`src/rtl/deser_pkg.sv`:
```
// Shared encodings for the TBM frame sequencer: FSM states, output word kinds,
// status word layout and the small word-building helpers.
package deser_pkg;

  // FSM state encoding
  localparam logic [2:0] ST_IDLE = 3'd0;
  localparam logic [2:0] ST_HDR  = 3'd1;
  localparam logic [2:0] ST_ROC  = 3'd2;
  localparam logic [2:0] ST_TRL  = 3'd3;
  localparam logic [2:0] ST_STAT = 3'd4;

  // out_kind encoding
  localparam logic [1:0] KIND_HDR  = 2'd0;
  localparam logic [1:0] KIND_ROC  = 2'd1;
  localparam logic [1:0] KIND_TRL  = 2'd2;
  localparam logic [1:0] KIND_STAT = 2'd3;

  // Status word bit positions; roc_count occupies [4:0]
  localparam int STAT_OVF_BIT = 15;
  localparam int STAT_TMO_BIT = 14;
  localparam int STAT_HDR_BIT = 13;

  // Build the end-of-frame status word
  function automatic logic [15:0] status_word(input logic ovf, input logic tmo,
                                              input logic hdr, input logic [4:0] cnt);
    logic [15:0] w;
    w = 16'h0000;
    w[STAT_OVF_BIT] = ovf;
    w[STAT_TMO_BIT] = tmo;
    w[STAT_HDR_BIT] = hdr;
    w[4:0]          = cnt;
    return w;
  endfunction

  // Left-align 1..3 buffered nibbles (oldest in [11:8] when three are held), zero-pad the rest
  function automatic logic [15:0] pad_partial(input logic [11:0] w, input logic [1:0] cnt);
    logic [15:0] r;
    case (cnt)
      2'd1:    r = {w[3:0], 12'h000};
      2'd2:    r = {w[7:0], 8'h00};
      2'd3:    r = {w[11:0], 4'h0};
      default: r = 16'h0000;
    endcase
    return r;
  endfunction

  // Output kind of the segment the FSM is currently assembling
  function automatic logic [1:0] seg_kind(input logic [2:0] st);
    logic [1:0] k;
    case (st)
      ST_ROC:  k = KIND_ROC;
      ST_TRL:  k = KIND_TRL;
      default: k = KIND_HDR;
    endcase
    return k;
  endfunction

endpackage

```
`src/rtl/word_fifo.sv`:
```
// First-word-fall-through word buffer; a push while full is taken only when a
// pop happens in the same cycle. almost_full means at most one free entry.
module word_fifo #(
  parameter int DEPTH = 4,
  parameter int WIDTH = 18
) (
  input  logic             clk,
  input  logic             reset,
  input  logic             push,
  input  logic [WIDTH-1:0] wdata,
  input  logic             pop,
  output logic [WIDTH-1:0] rdata,
  output logic             full,
  output logic             empty,
  output logic             almost_full
);

  localparam int AW = $clog2(DEPTH);
  localparam int CW = $clog2(DEPTH + 1);

  logic [WIDTH-1:0] mem_q [DEPTH];
  logic [AW-1:0]    wr_ptr_q, wr_ptr_d;
  logic [AW-1:0]    rd_ptr_q, rd_ptr_d;
  logic [CW-1:0]    count_q, count_d;
  logic             do_push_s, do_pop_s;

  assign empty       = (count_q == {CW{1'b0}});
  assign full        = (count_q == CW'(DEPTH));
  assign almost_full = (count_q >= CW'(DEPTH - 1));
  assign do_pop_s    = pop && !empty;
  assign do_push_s   = push && (!full || do_pop_s);
  assign rdata       = empty ? {WIDTH{1'b0}} : mem_q[rd_ptr_q];

  // Next pointers and occupancy
  always_comb begin
    wr_ptr_d = do_push_s ? wr_ptr_q + AW'(1) : wr_ptr_q;
    rd_ptr_d = do_pop_s  ? rd_ptr_q + AW'(1) : rd_ptr_q;
    case ({do_push_s, do_pop_s})
      2'b10:   count_d = count_q + CW'(1);
      2'b01:   count_d = count_q - CW'(1);
      default: count_d = count_q;
    endcase
  end

  // Storage and pointer registers
  always_ff @(posedge clk or posedge reset) begin
    if (reset) begin
      wr_ptr_q <= {AW{1'b0}};
      rd_ptr_q <= {AW{1'b0}};
      count_q  <= {CW{1'b0}};
      for (int i = 0; i < DEPTH; i++) begin
        mem_q[i] <= {WIDTH{1'b0}};
      end
    end else begin
      wr_ptr_q <= wr_ptr_d;
      rd_ptr_q <= rd_ptr_d;
      count_q  <= count_d;
      if (do_push_s) begin
        mem_q[wr_ptr_q] <= wdata;
      end
    end
  end

endmodule

```
`src/rtl/tbm_frame_sequencer.sv`:
```
// TBM frame sequencer: packs header/ROC/trailer nibbles into 16-bit words,
// closes every frame with a status word, and buffers the words in word_fifo.
module tbm_frame_sequencer
  import deser_pkg::*;
#(
  parameter int TIMEOUT    = 64,
  parameter int FIFO_DEPTH = 4
) (
  input  logic        clk,
  input  logic        reset,
  input  logic        enable,
  input  logic        davail,
  input  logic [3:0]  din,
  input  logic        tbm_hdr,
  input  logic        tbm_trl,
  input  logic        roc_hdr,
  output logic        out_valid,
  input  logic        out_ready,
  output logic [15:0] out_data,
  output logic [1:0]  out_kind,
  output logic [4:0]  roc_count,
  output logic        busy
);

  localparam logic [7:0] TMO_LAST = 8'(TIMEOUT - 1);

  logic [2:0]  state_q, state_d;
  logic [11:0] word_q, word_d;        // up to three pending nibbles, newest in [3:0]
  logic [1:0]  nib_cnt_q, nib_cnt_d;
  logic [4:0]  roc_count_q, roc_count_d;
  logic [7:0]  idle_cnt_q, idle_cnt_d;
  logic        err_ovf_q, err_ovf_d;
  logic        err_tmo_q, err_tmo_d;
  logic        err_hdr_q, err_hdr_d;
  logic [3:0]  stage_q, stage_d;      // first nibble of a frame that interrupted the previous one
  logic        restart_q, restart_d;

  logic        push_req_s, push_is_stat_s, fifo_push_s, fifo_pop_s;
  logic [15:0] push_word_s;
  logic [1:0]  push_kind_s;
  logic        fifo_full_s, fifo_empty_s, fifo_afull_s;
  logic        data_ok_s, stat_ok_s, in_trl_s;
  logic [17:0] fifo_rdata_s;

  assign out_valid  = !fifo_empty_s;
  assign fifo_pop_s = out_valid && out_ready;
  // Data may not consume the last free entry: it is kept for the status word
  assign data_ok_s  = !fifo_afull_s || fifo_pop_s;
  assign stat_ok_s  = !fifo_full_s || fifo_pop_s;
  assign in_trl_s   = (state_q == ST_TRL);
  assign out_data   = fifo_rdata_s[15:0];
  assign out_kind   = fifo_rdata_s[17:16];
  assign roc_count  = roc_count_q;
  assign busy       = (state_q != ST_IDLE);

  // Frame FSM, nibble packing and push arbitration
  always_comb begin
    state_d        = state_q;
    word_d         = word_q;
    nib_cnt_d      = nib_cnt_q;
    roc_count_d    = roc_count_q;
    idle_cnt_d     = idle_cnt_q;
    err_ovf_d      = err_ovf_q;
    err_tmo_d      = err_tmo_q;
    err_hdr_d      = err_hdr_q;
    stage_d        = stage_q;
    restart_d      = restart_q;
    push_req_s     = 1'b0;
    push_is_stat_s = 1'b0;
    push_word_s    = pad_partial(word_q, nib_cnt_q);
    push_kind_s    = seg_kind(state_q);
    fifo_push_s    = 1'b0;

    case (state_q)
      ST_IDLE: begin
        idle_cnt_d = 8'd0;
        if (davail && tbm_hdr && enable) begin
          state_d     = ST_HDR;
          word_d      = {8'h00, din};
          nib_cnt_d   = 2'd1;
          roc_count_d = 5'd0;
          err_ovf_d   = 1'b0;
          err_tmo_d   = 1'b0;
          err_hdr_d   = 1'b0;
        end else begin
          state_d = ST_IDLE;
        end
      end

      ST_HDR, ST_ROC, ST_TRL: begin
        if (davail) begin
          idle_cnt_d = 8'd0;
          if (tbm_hdr) begin
            // Flush the partial word now, emit status next cycle, then restart
            push_req_s = (nib_cnt_q != 2'd0);
            stage_d    = din;
            restart_d  = 1'b1;
            err_hdr_d  = 1'b1;
            nib_cnt_d  = 2'd0;
            state_d    = ST_STAT;
          end else if (tbm_trl && !in_trl_s) begin
            push_req_s = (nib_cnt_q != 2'd0);
            word_d     = {8'h00, din};
            nib_cnt_d  = 2'd1;
            state_d    = ST_TRL;
          end else if (roc_hdr && !in_trl_s) begin
            push_req_s  = (nib_cnt_q != 2'd0);
            word_d      = {8'h00, din};
            nib_cnt_d   = 2'd1;
            state_d     = ST_ROC;
            roc_count_d = (roc_count_q == 5'd31) ? 5'd31 : roc_count_q + 5'd1;
          end else begin
            word_d = {word_q[7:0], din};
            if (nib_cnt_q == 2'd3) begin
              push_req_s  = 1'b1;
              push_word_s = {word_q, din};
              nib_cnt_d   = 2'd0;
              state_d     = in_trl_s ? ST_STAT : state_q;
            end else begin
              nib_cnt_d = nib_cnt_q + 2'd1;
            end
          end
        end else if (idle_cnt_q == TMO_LAST) begin
          push_req_s = (nib_cnt_q != 2'd0);
          err_tmo_d  = 1'b1;
          nib_cnt_d  = 2'd0;
          state_d    = ST_STAT;
        end else begin
          idle_cnt_d = idle_cnt_q + 8'd1;
        end
      end

      ST_STAT: begin
        push_req_s     = 1'b1;
        push_is_stat_s = 1'b1;
        push_word_s    = status_word(err_ovf_q, err_tmo_q, err_hdr_q, roc_count_q);
        push_kind_s    = KIND_STAT;
        if (stat_ok_s && restart_q) begin
          state_d     = ST_HDR;
          word_d      = {8'h00, stage_q};
          nib_cnt_d   = 2'd1;
          roc_count_d = 5'd0;
          idle_cnt_d  = 8'd0;
          err_ovf_d   = 1'b0;
          err_tmo_d   = 1'b0;
          err_hdr_d   = 1'b0;
          restart_d   = 1'b0;
        end else if (stat_ok_s) begin
          state_d = ST_IDLE;
        end else begin
          state_d = ST_STAT;
        end
      end

      default: begin
        state_d = ST_IDLE;
      end
    endcase

    if (push_req_s && push_is_stat_s) begin
      fifo_push_s = stat_ok_s;
    end else if (push_req_s && data_ok_s) begin
      fifo_push_s = 1'b1;
    end else if (push_req_s) begin
      err_ovf_d = 1'b1;
    end else begin
      fifo_push_s = 1'b0;
    end
  end

  // Sequencer state registers
  always_ff @(posedge clk or posedge reset) begin
    if (reset) begin
      state_q     <= ST_IDLE;
      word_q      <= 12'h000;
      nib_cnt_q   <= 2'd0;
      roc_count_q <= 5'd0;
      idle_cnt_q  <= 8'd0;
      err_ovf_q   <= 1'b0;
      err_tmo_q   <= 1'b0;
      err_hdr_q   <= 1'b0;
      stage_q     <= 4'h0;
      restart_q   <= 1'b0;
    end else begin
      state_q     <= state_d;
      word_q      <= word_d;
      nib_cnt_q   <= nib_cnt_d;
      roc_count_q <= roc_count_d;
      idle_cnt_q  <= idle_cnt_d;
      err_ovf_q   <= err_ovf_d;
      err_tmo_q   <= err_tmo_d;
      err_hdr_q   <= err_hdr_d;
      stage_q     <= stage_d;
      restart_q   <= restart_d;
    end
  end

  word_fifo #(
    .DEPTH (FIFO_DEPTH),
    .WIDTH (18)
  ) u_fifo (
    .clk         (clk),
    .reset       (reset),
    .push        (fifo_push_s),
    .wdata       ({push_kind_s, push_word_s}),
    .pop         (fifo_pop_s),
    .rdata       (fifo_rdata_s),
    .full        (fifo_full_s),
    .empty       (fifo_empty_s),
    .almost_full (fifo_afull_s)
  );

endmodule

```
`config.mk`:
```
export PLATFORM = sky130hd
export DESIGN_NAME = tbm_frame_sequencer
export DESIGN_NICKNAME = d
export VERILOG_FILES = /design/src/rtl/deser_pkg.sv /design/src/rtl/word_fifo.sv /design/src/rtl/tbm_frame_sequencer.sv
export SDC_FILE = /design/constraint.sdc
export NUM_CORES = 1
export LEC_CHECK = 0
export ABC_CLOCK_PERIOD_IN_PS = 4200
export CAP_MARGIN = 10
export CORE_MARGIN = 5
export CORE_UTILIZATION = 50
export DETAILED_ROUTE_END_ITERATION = 16
export PLACE_DENSITY = 0.7
export SETUP_SLACK_MARGIN = 0.15
export SLEW_MARGIN = 40
export SYNTH_ARGS = -nofsm -noshare
export SYNTH_HDL_FRONTEND = slang
export SYNTH_SLANG_ARGS = --single-unit
```
`constraint.sdc`:
```
create_clock -name clk -period 4.2 [get_ports clk]
set_input_delay 0.42 -clock clk [delete_from_list [all_inputs] [get_ports clk]]
set_output_delay 0.42 -clock clk [all_outputs]
set_load 0.01 [all_outputs]
```
==> flow_summary.ini <==
[run_status]
outcome = finished clean

[yosys]
syn_inst = 541
synthFlopType = dfrtp_1
synth.distinct_cells = 62
yosysWarningCount = 0
ys_seq_elements = 117
ys_async_sr_fraction = 1.00
syn_avg_cell_area_um2 = 11.7
synth_edf_count = 0
syn_area_um2 = 6350
synth_nets = 565
yosys.area.top_type = dfrtp_1
yosysTopAreaCellShare = 0.461
synthTopCellsByArea = dfrtp_1, mux2_4, mux2_2
ys_seq_area_frac = 0.461

[timing]
worst-slew-pin-transition_ps = 816
setup_viol = 0
layout_min_cycle_time_ps = 3300
rsz0062_at_grt = false
hold_viol = 0
period_share = 0.786
finalSetupTns_ps = 0
max_freq_mhz = 303
maxSlewViolCount = 0
slew_headroom = 0.449
clock_skew_ps = 9.26

[floorplan]
die-width_um = 123
initial_utilization = 0.507
core.rowCount = 41
die_y_um = 123
pin_count = 37
core-area_um2 = 12500
die_area_um2 = 15100

[power]
p_int_mw = 3.24
swShare = 0.342
p_seq_frac = 0.335
clockPowerShare = 0.310
vdd_drop_max_mv = 0.413
power_density_nw_per_um2 = 659
comb_power_share = 0.355
p_leak_nw = 3.36
switching_power_mw = 1.69

[drt]
drt-total-wl_mm = 13.9
drt-wirelength-per-cell_um = 18.2
drcViolationCount = 0
detail-route-antenna-nets = 0
firstDrtPassIters = 6
vias = 4464
drt_iter0_drc = 395
via_per_inst = 5.84

[finish]
n_antenna_cell = 0
fin_area_um2 = 7480
drive_above_1_share = 0.248
regArea_um2 = 2930
layout_common_cells = dfrtp_1, nand2_1, nand3_1, mux2_2
fill_cells = 1033
fin_cells = 765
multiInputGateArea_um2 = 3200
layout_commonest_cell = dfrtp_1
nets = 604
syn2layout_area_growth_pct = 17.8

[worst_setup_path]
cp.required_ps = 4500
criticalPathCategory = reg2reg
ff2ff_path_depth = 6
crit_fanout = 19
cp_slowest_cell = dfrtp_1
critical_path.max_stage_delay_ps = 690
cp_cell_sequence = or3b_1 -> o21ai_0 -> nand3_1 -> a21oi_4 -> buf_4 -> mux2_4
r2r_start = state_q[2]
end_kind = register
r2r_setup_slack_ps = 900
r2r_end = u_fifo.mem_q[4]
cp-start-kind = register
cp.arrival_ps = 3600

[clocking]
cts_sinks = 117
cts_resized = 0
tritoncts = yes
post_cts.repair.setup_buffers = 0
cts_buffer_depth = 2
cts_root_buf = clkbuf_16
cts_buffers = 17
h-tree-depth = 4
clk_latency_ps = 420
clk_pin_slew_ps = 60
hold_buffers = 0

[placement]
hpwl_mm = 9.47
gp_congestion = 0.885
io_buffers = 36
place_area_um2 = 6860
place_inst = 733

[global_route]
gr-usage-all-layers = 0.202
overflow = 0
grt_pass1_wl_mm = 23.5
grt_pass1_vias = 4616
antenna_found_initial = 0
grt_max_degree = 58

[hold_path]
hold_class = in2async

[job]
cap_violations = 0
state kept, by name (all words and copies together), names as in the netlist:
name	count
stage_q	4
u_fifo.mem_q	72
roc_count	5
u_fifo.wr_ptr_q	2
err_ovf_q	1
u_fifo.count_q	3
u_fifo.rd_ptr_q	2
nib_cnt_q	2
err_hdr_q	1
word_q	12
state_q	3
err_tmo_q	1
restart_q	1
idle_cnt_q	8
per-stage QoR:
stage	power, mW	util	hold slack [ps]	worst slack [ps]
floorplan	2.89	-	456	679
global placement	3.35	0.547	483	784
detailed placement	3.41	0.548	491	651
CTS	4.96	0.598	506	867
global route	5.22	0.598	485	673
finish	4.93	0.598	438	899
synthesized netlist by cell type (2+ instances only):
cell and count:
dfrtp_1 117, nand2_1 46, nand3_1 41, mux2_2 37, mux2_4 36, nor2_1 28, and2_1 22, mux4_2 18
inv_1 17, o21ai_0 17, clkbuf_1 16, a21oi_1 11, ha_1 11, mux2i_1 9, xor2_1 8, and3_1 7
nor3_1 7, a22o_1 6, a22oi_1 5, buf_2 5, a21oi_4 4, a31oi_1 4, buf_8 4, nand4_1 4
nor2b_1 4, xnor2_1 4, a222oi_1 3, o2111ai_1 3, o21a_1 3, o2bb2ai_1 3, or3_1 3, maj3_1 2
nand2b_1 2, nand3b_1 2, nor4bb_1 2, o21ai_2 2, o22ai_1 2, or2_2 2
per-layer routing:
| metal | GRT usage | routed length, um |
|---|---|---|
| met2 | 0.316 | 6810 |
| met1 | 0.274 | 6270 |
| met3 | 0.0535 | 697 |
| met4 | 0.0665 | 141 |
| met5 | 0 | 0 |
cell type report:
| type | instances | area share |
|---|---|---|
| multi-input cells | 379 | 0.428 |
| clock buffers | 19 | 0.0592 |
| clock inverters | 13 | 0.0241 |
| repair buffers | 47 | 0.0592 |
| flip-flops and latches | 117 | 0.391 |
| well taps | 172 | 0.0288 |
| inverters | 18 | 0.00970 |
power groups by stage:
stage          sequential, mW  combinational (mW)  clock (mW)
2_1_floorplan            1.56                1.33           0
3_3_place_gp             1.64                1.71           0
3_5_place_dp             1.66                1.75           0
4_1_cts                  1.65                1.76        1.55
5_1_grt                  1.69                1.92        1.61
6_report                 1.65                1.75        1.53
worst max-delay path: cells and delay by family, from the launching register on:
kind | cells | cell delay [ps]
AO/OA/AOI/OAI | 2 | 1050
buffers and inverters | 1 | 280
flip-flops | 1 | 690
multiplexers | 1 | 310
AND/OR/NAND/NOR | 2 | 830
cells by family after synthesis:
kind of cell / after synthesis / share of synthesized area
compound gates: 75 / 0.0879
mux: 100 / 0.229
flops: 117 / 0.461
fa+ha+maj: 14 / 0.0280
buf+inv: 45 / 0.0359
simple gates: 178 / 0.142
xor+xnor: 12 / 0.0165
worst max path at each step:
stage / startpoint / end / slack [ps] / depth (start not counted)
after floorplan: reset / err_hdr_q / 680 / 1
after global placement: tbm_hdr / u_fifo.count_q[2] / 780 / 12
after detailed placement: tbm_hdr / u_fifo.count_q[2] / 650 / 12
after CTS: state_q[2] / u_fifo.mem_q[4] / 870 / 6
after global routing: state_q[2] / u_fifo.mem_q[4] / 670 / 6
final: state_q[2] / u_fifo.mem_q[4] / 900 / 6
(Power assumes the default switching activity.)
